--- src/rtl/dmem_arb_pkg.sv ---
// Shared definitions for the data-memory port arbiter: port indices,
// starvation counter width and the per-port request bundle.
package dmem_arb_pkg;

  localparam int PORT_CPU   = 0;
  localparam int PORT_DBG   = 1;
  localparam int STARVE_W   = 4;
  localparam int REQ_ADDR_W = 32;
  localparam int REQ_DATA_W = 32;

  typedef struct packed {
    logic                  req;
    logic                  we;
    logic [REQ_ADDR_W-1:0] addr;
    logic [REQ_DATA_W-1:0] wdata;
  } port_req_t;

endpackage

--- src/rtl/dmem_arb_starve_ctr.sv ---
// Counts consecutive cycles the debug port is refused while requesting and
// flags when it must be given priority on the next opportunity.
module dmem_arb_starve_ctr
  import dmem_arb_pkg::*;
#(
  parameter int LIMIT = 4
) (
  input  logic clk,
  input  logic srst,
  input  logic p1_req,
  input  logic p1_gnt,
  output logic force1
);

  localparam logic [STARVE_W-1:0] LIMIT_V = STARVE_W'(LIMIT);

  logic [STARVE_W-1:0] cnt_reg;
  logic [STARVE_W-1:0] cnt_next;

  // A grant or a withdrawn request both clear the debt; refusals saturate.
  always_comb begin
    cnt_next = cnt_reg;
    if (p1_gnt || !p1_req) begin
      cnt_next = '0;
    end else if (cnt_reg < LIMIT_V) begin
      cnt_next = cnt_reg + 1'b1;
    end
  end

  always_ff @(posedge clk) begin
    if (srst) begin
      cnt_reg <= '0;
    end else begin
      cnt_reg <= cnt_next;
    end
  end

  assign force1 = (cnt_reg >= LIMIT_V);

endmodule

--- src/rtl/dmem_port_arbiter.sv ---
// Two-port arbiter in front of a single-port data memory: fixed CPU priority
// with a starvation guard for the debug port, and tagged read-data return.
module dmem_port_arbiter
  import dmem_arb_pkg::*;
#(
  parameter int ADDR_W       = 32,
  parameter int DATA_W       = 32,
  parameter int STARVE_LIMIT = 4
) (
  input  logic              CLK,
  input  logic              RST,
  input  logic              p0_req,
  input  logic              p0_we,
  input  logic [ADDR_W-1:0] p0_addr,
  input  logic [DATA_W-1:0] p0_wdata,
  output logic              p0_gnt,
  output logic              p0_rvalid,
  output logic [DATA_W-1:0] p0_rdata,
  input  logic              p1_req,
  input  logic              p1_we,
  input  logic [ADDR_W-1:0] p1_addr,
  input  logic [DATA_W-1:0] p1_wdata,
  output logic              p1_gnt,
  output logic              p1_rvalid,
  output logic [DATA_W-1:0] p1_rdata,
  output logic              mem_we,
  output logic [ADDR_W-1:0] mem_addr,
  output logic [DATA_W-1:0] mem_wdata,
  input  logic [DATA_W-1:0] mem_rdata
);

  port_req_t p0;
  port_req_t p1;
  port_req_t win;
  logic      force1;
  logic      any_gnt;
  logic      rd_issue;
  logic      rsp_valid_reg;
  logic      rsp_port_reg;

  assign p0 = '{req: p0_req, we: p0_we,
                addr: REQ_ADDR_W'(p0_addr), wdata: REQ_DATA_W'(p0_wdata)};
  assign p1 = '{req: p1_req, we: p1_we,
                addr: REQ_ADDR_W'(p1_addr), wdata: REQ_DATA_W'(p1_wdata)};

  dmem_arb_starve_ctr #(
    .LIMIT (STARVE_LIMIT)
  ) u_starve (
    .clk    (CLK),
    .srst   (RST),
    .p1_req (p1_req),
    .p1_gnt (p1_gnt),
    .force1 (force1)
  );

  always_comb begin
    p0_gnt = 1'b0;
    p1_gnt = 1'b0;
    if (!RST) begin
      if (force1) begin
        p1_gnt = p1.req;
        p0_gnt = p0.req & ~p1.req;
      end else begin
        p0_gnt = p0.req;
        p1_gnt = p1.req & ~p0.req;
      end
    end
  end

  // Port 0 drives the memory bus whenever port 1 is not the winner.
  assign win       = p1_gnt ? p1 : p0;
  assign any_gnt   = p0_gnt | p1_gnt;
  assign rd_issue  = any_gnt & win.req & ~win.we;
  assign mem_we    = any_gnt & win.req & win.we;
  assign mem_addr  = ADDR_W'(win.addr);
  assign mem_wdata = DATA_W'(win.wdata);

  always_ff @(posedge CLK) begin
    if (RST) begin
      rsp_valid_reg <= 1'b0;
      rsp_port_reg  <= 1'b0;
    end else begin
      rsp_valid_reg <= rd_issue;
      if (rd_issue) begin
        rsp_port_reg <= p1_gnt ? 1'(PORT_DBG) : 1'(PORT_CPU);
      end
    end
  end

  // A response still in flight when reset arrives is never presented.
  assign p0_rvalid = ~RST & rsp_valid_reg & (rsp_port_reg == 1'(PORT_CPU));
  assign p1_rvalid = ~RST & rsp_valid_reg & (rsp_port_reg == 1'(PORT_DBG));
  assign p0_rdata  = mem_rdata;
  assign p1_rdata  = mem_rdata;

endmodule

--- config.mk ---
export PLATFORM = sky130hd
export DESIGN_NAME = dmem_port_arbiter
export DESIGN_NICKNAME = d
export VERILOG_FILES = /design/src/rtl/dmem_arb_pkg.sv /design/src/rtl/dmem_arb_starve_ctr.sv /design/src/rtl/dmem_port_arbiter.sv
export SDC_FILE = /design/constraint.sdc
export NUM_CORES = 1
export LEC_CHECK = 0
export ABC_AREA = 1
export CORE_AREA = 2 2 116 118
export CTS_CLUSTER_DIAMETER = 200
export CTS_CLUSTER_SIZE = 16
export DETAILED_ROUTE_END_ITERATION = 10
export DIE_AREA = 0 0 118 120
export PLACE_DENSITY_LB_ADDON = 0.2
export SLEW_MARGIN = 20
export SYNTH_ARGS = -nofsm -noshare
export SYNTH_HDL_FRONTEND = slang
export SYNTH_SLANG_ARGS = --single-unit
--- constraint.sdc ---
create_clock -name CLK -period 2.8 [get_ports CLK]
set_input_delay 0.56 -clock CLK [delete_from_list [all_inputs] [get_ports CLK]]
set_output_delay 0.56 -clock CLK [all_outputs]
set_load 0.02 [all_outputs]
==> results.cfg, run 1 <==
[min_path]
whs_path_depth = 1
worstHoldStart = u_starve.cnt_reg[0]
min_path_type = flop to flop

[power]
power.leakage_nw = 1.68
vdd_drop_max_mv = 0.350
power_density_nw_per_um2 = 252

[synth]
syn_inst = 308
synth_top_family_by_area = simple AND/OR/NAND/NOR gates
avgSynthCellArea_sq_um = 5.27
syn_nets = 475
synth_warnings = 0
synthMuxAreaShare = 0.00693
async_reset_ff_frac = 0
synth_adder_area_share = 0.00770
synthXorXnorAreaFrac = 0
synthSimpleGateAreaFrac = 0.499
synth_compound_area_frac = 0.0185
ys_seq_elements = 6
synth_area_sq_um = 1620
synth_ff_type = dfxtp_1
synth_area_leaders = nand2_1, buf_4, dfxtp_1
yosys.area.top_type_share = 0.453
synth_cell_types = 20
synth.top_cells.by_count = nand2_1, buf_4, buf_6
synth.most_common_cell = nand2_1
synth_edf_count = 0
synth-seq-area-share = 0.0740
synth_top_area_cell = nand2_1

[global_routing]
grt_pass1_wl_um = 10000
grt_usage = 0.0846
grt_pass1_vias = 2110
grt_max_degree = 40
antenna_found_initial = 0
gr-total-overflow = 0

[setup_path]
r2r-start = u_starve.cnt_reg[3]
path_buf_inv = 5
crit_chain = clkdlybuf4s50_1 > inv_1 > nor2_4 > nand2_2 > inv_2 > buf_12 > nand2_1 > nand2_1 > dlygate4sd2_1
critical_path.top_delay_family = buffers and inverters
required_ns = 2.24
slowest_delay_ns = 0.48
crit_path_frequent_cell = nand2_1
critPathLaunchType = input pin
critPathSlowestCell = clkdlybuf4s50_1
cp-startpoint = p1_req
crit_type = input pin to primary output
cp-end-kind = primary output
cp.depth = 9
arrival_ns = 2.12
reg2reg_depth = 6
worstPathMaxFanout = 33

[sta]
setup_viol = 0
layout_worst_path_cycle_share = 0.958
skew_ns = 0.00105
fmax_ghz = 0.373
rsz0062_at_grt = no
finalCriticalPeriod_ns = 2.68
final-hold-violation-count = 0
slew_viol_final = 0
setup-tns-final_ns = 0

[detailed_routing]
drtIter0Drc = 31
dr_total_vias = 2168
drcViolationCount = 0
vias_per_cell = 3.50
routedWlPerCell_um = 10.7
dr.pass1.iters = 7
wl_um = 6600
antenna_left = 0

[clock_network]
tritoncts = built
clock_sink_count = 6
clock_latency_ns = 0.22
clkTransAtPathRegs_ns = 0.03
cts_hold_buf = 0
htreeDepth = 1
cts_root_buf = clkbuf_16
cts_buffer_depth = 2
post_cts_buffers = 0
cts_resized = 66
cts_buffers = 3

[layout]
finalNetCount = 612
nFillCells = 1496
drive_above_1_share = 0.0474
largest_reg_flops = 4
synthToLayoutAreaGrowth_pct = 107
fin_util = 0.259
num_antenna_cells = 0

[floorplan]
row_count = 42
start_util = 0.125
io_pins = 299
dieArea_sq_um = 14200
fp.dieW_um = 118
fp.dieH_um = 120
core_sq_um = 13000

[run]
cap_violations = 0

[run_status]
status = finished, final reports clean

[placed_design]
io_buffers = 202
gp_congestion = 0.763
dp_hpwl_um = 5560
[placed cells by master, fill, tap and decap left out, types with 3 or more instances in the layout]
master / synthesis / layout
nand2_1: 196 / 196
clkdlybuf4s50_1: 0 / 136
dlygate4sd2_1: 0 / 47
clkdlybuf4s15_1: 0 / 15
inv_1: 6 / 6
dfxtp_1: 6 / 6
nor2_1: 5 / 5
buf_4: 70 / 4
clkbuf_16: 0 / 3
clkbuf_2: 0 / 3
buf_12: 0 / 3
[logic make-up (layout without fill, tap and decap cells)]
logic type               after synthesis  count (layout)
AND/OR/NAND/NOR                      209             209
buffers and inverters                 85             220
flip-flops                             6               6
AO/OA/AOI/OAI                          5               5
adder cells (fa/ha/maj)                1               1
other                                  1               1
multiplexers                           1               1
[worst register-to-register path, delay by kind of cell (launching register included)]
kind	cells	cell delay, ns
buf+inv	2	0.22
flops	1	0.31
simple gates	4	0.51
[where the power goes]
part,switching (mW),internal [mW]
combinational,0.240,0.291
clock,0.0425,0.183
sequential,0.00159,0.0889
total,0.285,0.563
[layout make-up]
cell class / instances / area, sq um / area share
flip-flops and latches: 6 / 120 / 0.0357
clock buffers: 3 / 75.1 / 0.0223
repair buffers: 210 / 2050 / 0.610
multi-input cells: 217 / 868 / 0.258
inverters: 7 / 26.3 / 0.00782
well taps: 176 / 220 / 0.0655
[per-layer routing]
layer,vias up,GRT usage,wire (um)
li1,1120,-,-
met1,911,0.0876,2410
met2,123,0.158,3300
met3,14,0.0375,775
met4,0,0.0158,111
met5,-,0,0
[final timing paths]
kind,end,slack (ns)
max,mem_wdata[28],0.12
min,u_starve.cnt_reg[0],0.44
max reg2reg,u_starve.cnt_reg[0],1.68
min reg2reg,u_starve.cnt_reg[0],0.44
[stage by stage]
step	setup slack [ns]	instances	cell area, sq um	power [mW]	hold slack (ns)
after floorplan	0.885	308	1620	0.450	0.397
after global placement	-0.188	616	3350	0.683	0.406
after detailed placement	-0.190	616	3350	0.683	0.432
after CTS	0.0254	619	3350	0.856	0.437
after global routing	0.0000737	619	3360	0.903	0.468
final	0.117	619	3360	0.847	0.437
No activity file was read; power rests on OpenSTA's default activity.
==> run 2: changes to the inputs <==
--- a/config.mk
+++ b/config.mk
@@ -12,6 +12,7 @@
 export DETAILED_ROUTE_END_ITERATION = 10
 export DIE_AREA = 0 0 118 120
 export PLACE_DENSITY_LB_ADDON = 0.2
+export REMOVE_ABC_BUFFERS = 1
 export SLEW_MARGIN = 20
 export SYNTH_ARGS = -nofsm -noshare
 export SYNTH_HDL_FRONTEND = slang
==> run 2 against run 1 <==
  * Combinational power is 2% higher
  * First-iteration DRC count rose to 3.3 times the previous value
  * Setup slack worse by 0.020 ns
  * Critical path depth is the same
==> results.cfg, run 2 (same netlist as run 1, synthesis figures left out) <==
[global_routing]
grt_max_degree = 37
antenna_found_initial = 0
grt_util_met3 = 0.174
use_met1 = 0.169
busiest_layer = met2
grt_pass1_wl_um = 17300
grt_usage = 0.175
grt_pass1_vias = 2320
gr-usage-met2 = 0.271
gr-total-overflow = 0

[sta]
finalCriticalPeriod_ns = 2.70
slew_viol_final = 0
skew_ns = 0.000797
layout_worst_path_cycle_share = 0.966
fmax_ghz = 0.370
setup_viol = 0
final-hold-violation-count = 0
rsz0062_at_grt = no

[floorplan]
row_count = 42
io_pins = 299
start_util = 0.125
core_sq_um = 13000
fp.dieW_um = 118
dieArea_sq_um = 14200
fp.dieH_um = 120

[clock_network]
cts_root_buf = clkbuf_16
tritoncts = built
cts_buffer_depth = 2
cts_buffers = 3
clock_latency_ns = 0.23
clock_sink_count = 6
clkTransAtPathRegs_ns = 0.03
htreeDepth = 1

[power]
power_density_nw_per_um2 = 257
power.leakage_nw = 1.68
vdd_drop_max_mv = 0.174

[setup_path]
required_ns = 2.24
r2r_end = rsp_port_reg
arrival_ns = 2.14
r2r-start = u_starve.cnt_reg[3]
critPathLaunchType = input pin
reg2reg_depth = 8
cp-end-kind = primary output
crit_type = input pin to primary output
r2r_slack_ns = 1.54
worstPathMaxFanout = 29

[min_path]
holdPathEnd = u_starve.cnt_reg[0]
min_path_type = flop to flop
worstHoldStart = u_starve.cnt_reg[0]
whs_path_depth = 1

[layout]
drive_above_1_share = 0.0406
num_antenna_cells = 0
nFillCells = 1482
synthToLayoutAreaGrowth_pct = 106
multi_input_area_sq_um = 868
fin_cells = 619
finalNetCount = 612
seq_area_sq_um = 120
final_common_cell = nand2_1
layout_common_cells = nand2_1, clkdlybuf4s50_1, dlygate4sd2_1, inv_1, dfxtp_1
fin_util = 0.258
largest_reg_flops = 4

[detailed_routing]
wl_um = 13000
drcViolationCount = 0
dr.pass1.iters = 4
antenna_left = 0
routedWlPerCell_um = 20.9
dr_total_vias = 2322
drtIter0Drc = 103
vias_per_cell = 3.75

[run_status]
status = finished, final reports clean

[placed_design]
dp_cells = 616
dp_hpwl_um = 11600
gp_congestion = 0.861
io_buffers = 202

[run]
cap_violations = 0
[run 2: worst max-delay path by stage]
stage,startpoint,endpoint,slack [ns]
after floorplan,p1_req,mem_addr[0],-0.02
after global placement,p1_req,mem_wdata[20],-0.17
after detailed placement,p0_req,mem_wdata[22],-0.16
after CTS,p0_req,mem_wdata[22],0.09
after global routing,p1_req,mem_wdata[31],0.003
final,p1_req,mem_wdata[20],0.1
[run 2: timing repair]
action	CTS	global route
setup endpoints to repair	66	1
pin swaps	0	0
buffers inserted	0	0
hold buffers	0	0
gates resized for setup	67	1
[run 2: power by group]
group / leakage [nW] / internal (mW) / switching [mW]
clock network: 0.0370 / 0.183 / 0.0472
registers: 0.0491 / 0.0889 / 0.00149
logic: 1.59 / 0.289 / 0.254
[run 2: final cells by class]
cell class              count  area share
clock buffers               3      0.0224
multi-input cells         217       0.259
repair buffers            210       0.609
well taps                 176      0.0657
inverters                   7     0.00784
flip-flops and latches      6      0.0358
[run 2: metal layers]
layer	vias up	routed length, um
met1	959	4360
met4	2	59
li1	1118	-
met2	229	5500
met5	-	102
met3	14	2930
[run 2: critical path, stage by stage]
cell and delay (ns):
clkdlybuf4s50_1 0.47, inv_1 0.08, nor2_4 0.09, nand2_2 0.08, inv_2 0.10, buf_12 0.17
nand2_1 0.13, nand2_1 0.08, dlygate4sd2_1 0.34
[run 2: stage by stage]
| step | cell area, sq um | TNS [ns] | hold slack (ns) | total power, mW | worst slack [ns] |
|---|---|---|---|---|---|
| after floorplan | 1010 | -1.41 | 0.397 | 0.299 | -0.0221 |
| after global placement | 3350 | -8.15 | 0.405 | 0.697 | -0.171 |
| after detailed placement | 3350 | -7.78 | 0.415 | 0.695 | -0.161 |
| after CTS | 3350 | 0 | 0.420 | 0.874 | 0.0941 |
| after global routing | 3350 | 0 | 0.448 | 0.913 | 0.00346 |
| final | 3350 | 0 | 0.419 | 0.863 | 0.0963 |
==> run 3: changes to the inputs <==
--- a/config.mk
+++ b/config.mk
@@ -6,11 +6,12 @@
 export NUM_CORES = 1
 export LEC_CHECK = 0
 export ABC_AREA = 1
-export CORE_AREA = 2 2 116 118
+export CORE_AREA = 2 2 115 117
 export CTS_CLUSTER_DIAMETER = 200
 export CTS_CLUSTER_SIZE = 16
 export DETAILED_ROUTE_END_ITERATION = 10
-export DIE_AREA = 0 0 118 120
+export DIE_AREA = 0 0 117 119
+export HOLD_SLACK_MARGIN = 0.08
 export PLACE_DENSITY_LB_ADDON = 0.2
 export REMOVE_ABC_BUFFERS = 1
 export SLEW_MARGIN = 20
==> constraint.sdc (replaced) <==
create_clock -name CLK -period 2.5 [get_ports CLK]
set_input_delay 0.5 -clock CLK [delete_from_list [all_inputs] [get_ports CLK]]
set_output_delay 0.5 -clock CLK [all_outputs]
set_load 0.02 [all_outputs]
==> run 3 against run 2 <==
  * Clock power increased by 13%
  * Final cell count grew 1.3%
  * Via count decreased by 1.7%
  * Worst hold slack lost 0.0056 ns
  * Global-route usage down 2.3 points
  * First-iteration DRC count down 36%
  * Combinational power rose by 16%
==> results.cfg, run 3 (same netlist as run 1, synthesis figures left out) <==
[layout]
num_antenna_cells = 0
drive_above_1_share = 0.191
largest_reg_flops = 4
final_common_cell = nand2_1
finalNetCount = 620
fin_cells = 627
postLayoutCellArea_sq_um = 3410
synthToLayoutAreaGrowth_pct = 110
nFillCells = 1463
layout_common_cells = nand2_1, clkdlybuf4s50_1, buf_2, clkdlybuf4s15_2, buf_4

[detailed_routing]
drcViolationCount = 0
dr.pass1.iters = 4
top_layer = met5
routedWlPerCell_um = 18.5
antenna_left = 0
drtIter0Drc = 66
dr_total_vias = 2282
m1WireLength_um = 3960
met3WireLength_um = 2490
wl_met2_um = 5030
vias_per_cell = 3.64
wl_um = 11600

[power]
pwr-share-comb = 0.637
netSwitchingFraction = 0.343
power.internal_mw = 0.651
power.leakage_nw = 1.72
pwr-share-seq = 0.102
p_sw_mw = 0.340
clkPwrFrac = 0.261
vdd_drop_max_mv = 0.234
power_density_nw_per_um2 = 290
power.total_mw = 0.991

[floorplan]
io_pins = 299
row_count = 42
start_util = 0.126
fp.dieH_um = 119
core_sq_um = 12900
dieArea_sq_um = 13900
fp.dieW_um = 117

[setup_path]
reg2reg_depth = 6
critical_path.top_delay_family = buffers and inverters
slowest_delay_ns = 0.50
worstPathMaxFanout = 8
r2r-start = u_starve.cnt_reg[2]
path_buf_inv = 3
r2r_slack_ns = 1.25
arrival_ns = 1.94
cp-end-kind = primary output
r2r_end = rsp_port_reg
crit_type = input pin to primary output
critPathSlowestCell = clkdlybuf4s50_1
critPathLaunchType = input pin
required_ns = 2.00
crit_chain = clkdlybuf4s50_1 > nand2_2 > nand2_4 > buf_4 > nand2_1 > a21boi_0 > clkdlybuf4s15_2

[min_path]
min_path_type = flop to flop
holdPathEnd = u_starve.cnt_reg[0]
worstHoldStart = u_starve.cnt_reg[0]
whs_path_depth = 1

[sta]
skew_ns = 0.000487
rsz0062_at_grt = no
fmax_ghz = 0.410
setup_viol = 0
finalCriticalPeriod_ns = 2.44
slew_viol_final = 0
final-hold-violation-count = 0
layout_worst_path_cycle_share = 0.976
setup_ws_ns = 0.0612

[run]
cap_violations = 0

[global_routing]
grt_pass1_vias = 2278
antenna_found_initial = 0
grt_pass1_wl_um = 15100
grt_usage = 0.152
gr-total-overflow = 0
grt_max_degree = 26

[clock_network]
cts_hold_buf = 0
cts_buffer_depth = 2
cts_root_buf = clkbuf_16
cts_buffers = 3
clock_latency_ns = 0.23
htreeDepth = 1
clock_sink_count = 6
clkTransAtPathRegs_ns = 0.03
tritoncts = built

[placed_design]
placed_area_sq_um = 3400
dp_hpwl_um = 9970
io_buffers = 202
gp_congestion = 0.939
dp_cells = 620
dp_slack_ns = -0.372

[run_status]
status = finished, final reports clean
-- run 3: cell count changes in the layout (fill, tap and decap cells not counted), sizes merged --
cell           before  now
clkdlybuf4s50     136  132
bufbuf              0    1
buf                 8   56
dlymetal6s2s        0    2
clkdlybuf4s15       1   17
clkbuf              3    4
dlygate4sd2        65    9
-- run 3: what timing repair did --
| action | in CTS | in global routing |
|---|---|---|
| setup endpoints to repair | 68 | 50 |
| resized for setup | 240 | 7 |
| pin swaps | 0 | 1 |
| gates cloned | 2 | 1 |
| buffers inserted | 1 | 0 |
-- run 3: power by group through the flow --
stage          Clock (mW)  Sequential (mW)  Combinational [mW]
5_1_grt             0.269            0.101               0.678
3_5_place_dp            0            0.103               0.674
2_1_floorplan           0            0.102               0.232
3_3_place_gp            0            0.103               0.678
4_1_cts             0.263            0.101               0.632
6_report            0.259            0.101               0.631
-- run 3: metal layers --
layer  up-vias  global-route usage
met3         4               0.138
met4         2              0.0110
met2       207               0.246
li1       1136                   -
met5         -              0.0549
met1       933               0.147
-- run 3: area by class of cell --
type | count | area, sq um | share of cell area
clock buffer | 3 | 75.1 | 0.0220
sequential | 6 | 120 | 0.0352
timing repair buffer | 218 | 2090 | 0.613
inverter | 7 | 31.3 | 0.00916
multi-input combinational | 217 | 876 | 0.257
tap | 176 | 220 | 0.0645
-- run 3: how the worst max path moves through the flow --
| stage | endpoint | cells past startpoint | start |
|---|---|---|---|
| floorplan | mem_addr[0] | 6 | p1_req |
| global placement | mem_addr[7] | 7 | RST |
| detailed placement | mem_addr[7] | 9 | p1_req |
| CTS | mem_addr[7] | 10 | p1_req |
| global route | mem_we | 7 | p0_req |
| finish | mem_we | 7 | p0_req |
-- run 3: metrics by stage --
step	util	hold slack, ns	TNS, ns
final	0.265	0.413	0
after global routing	0.265	0.453	0
after CTS	0.262	0.419	0
after detailed placement	0.264	0.415	-20.36
after global placement	0.264	0.412	-20.00
after floorplan	-	0.397	-12.93
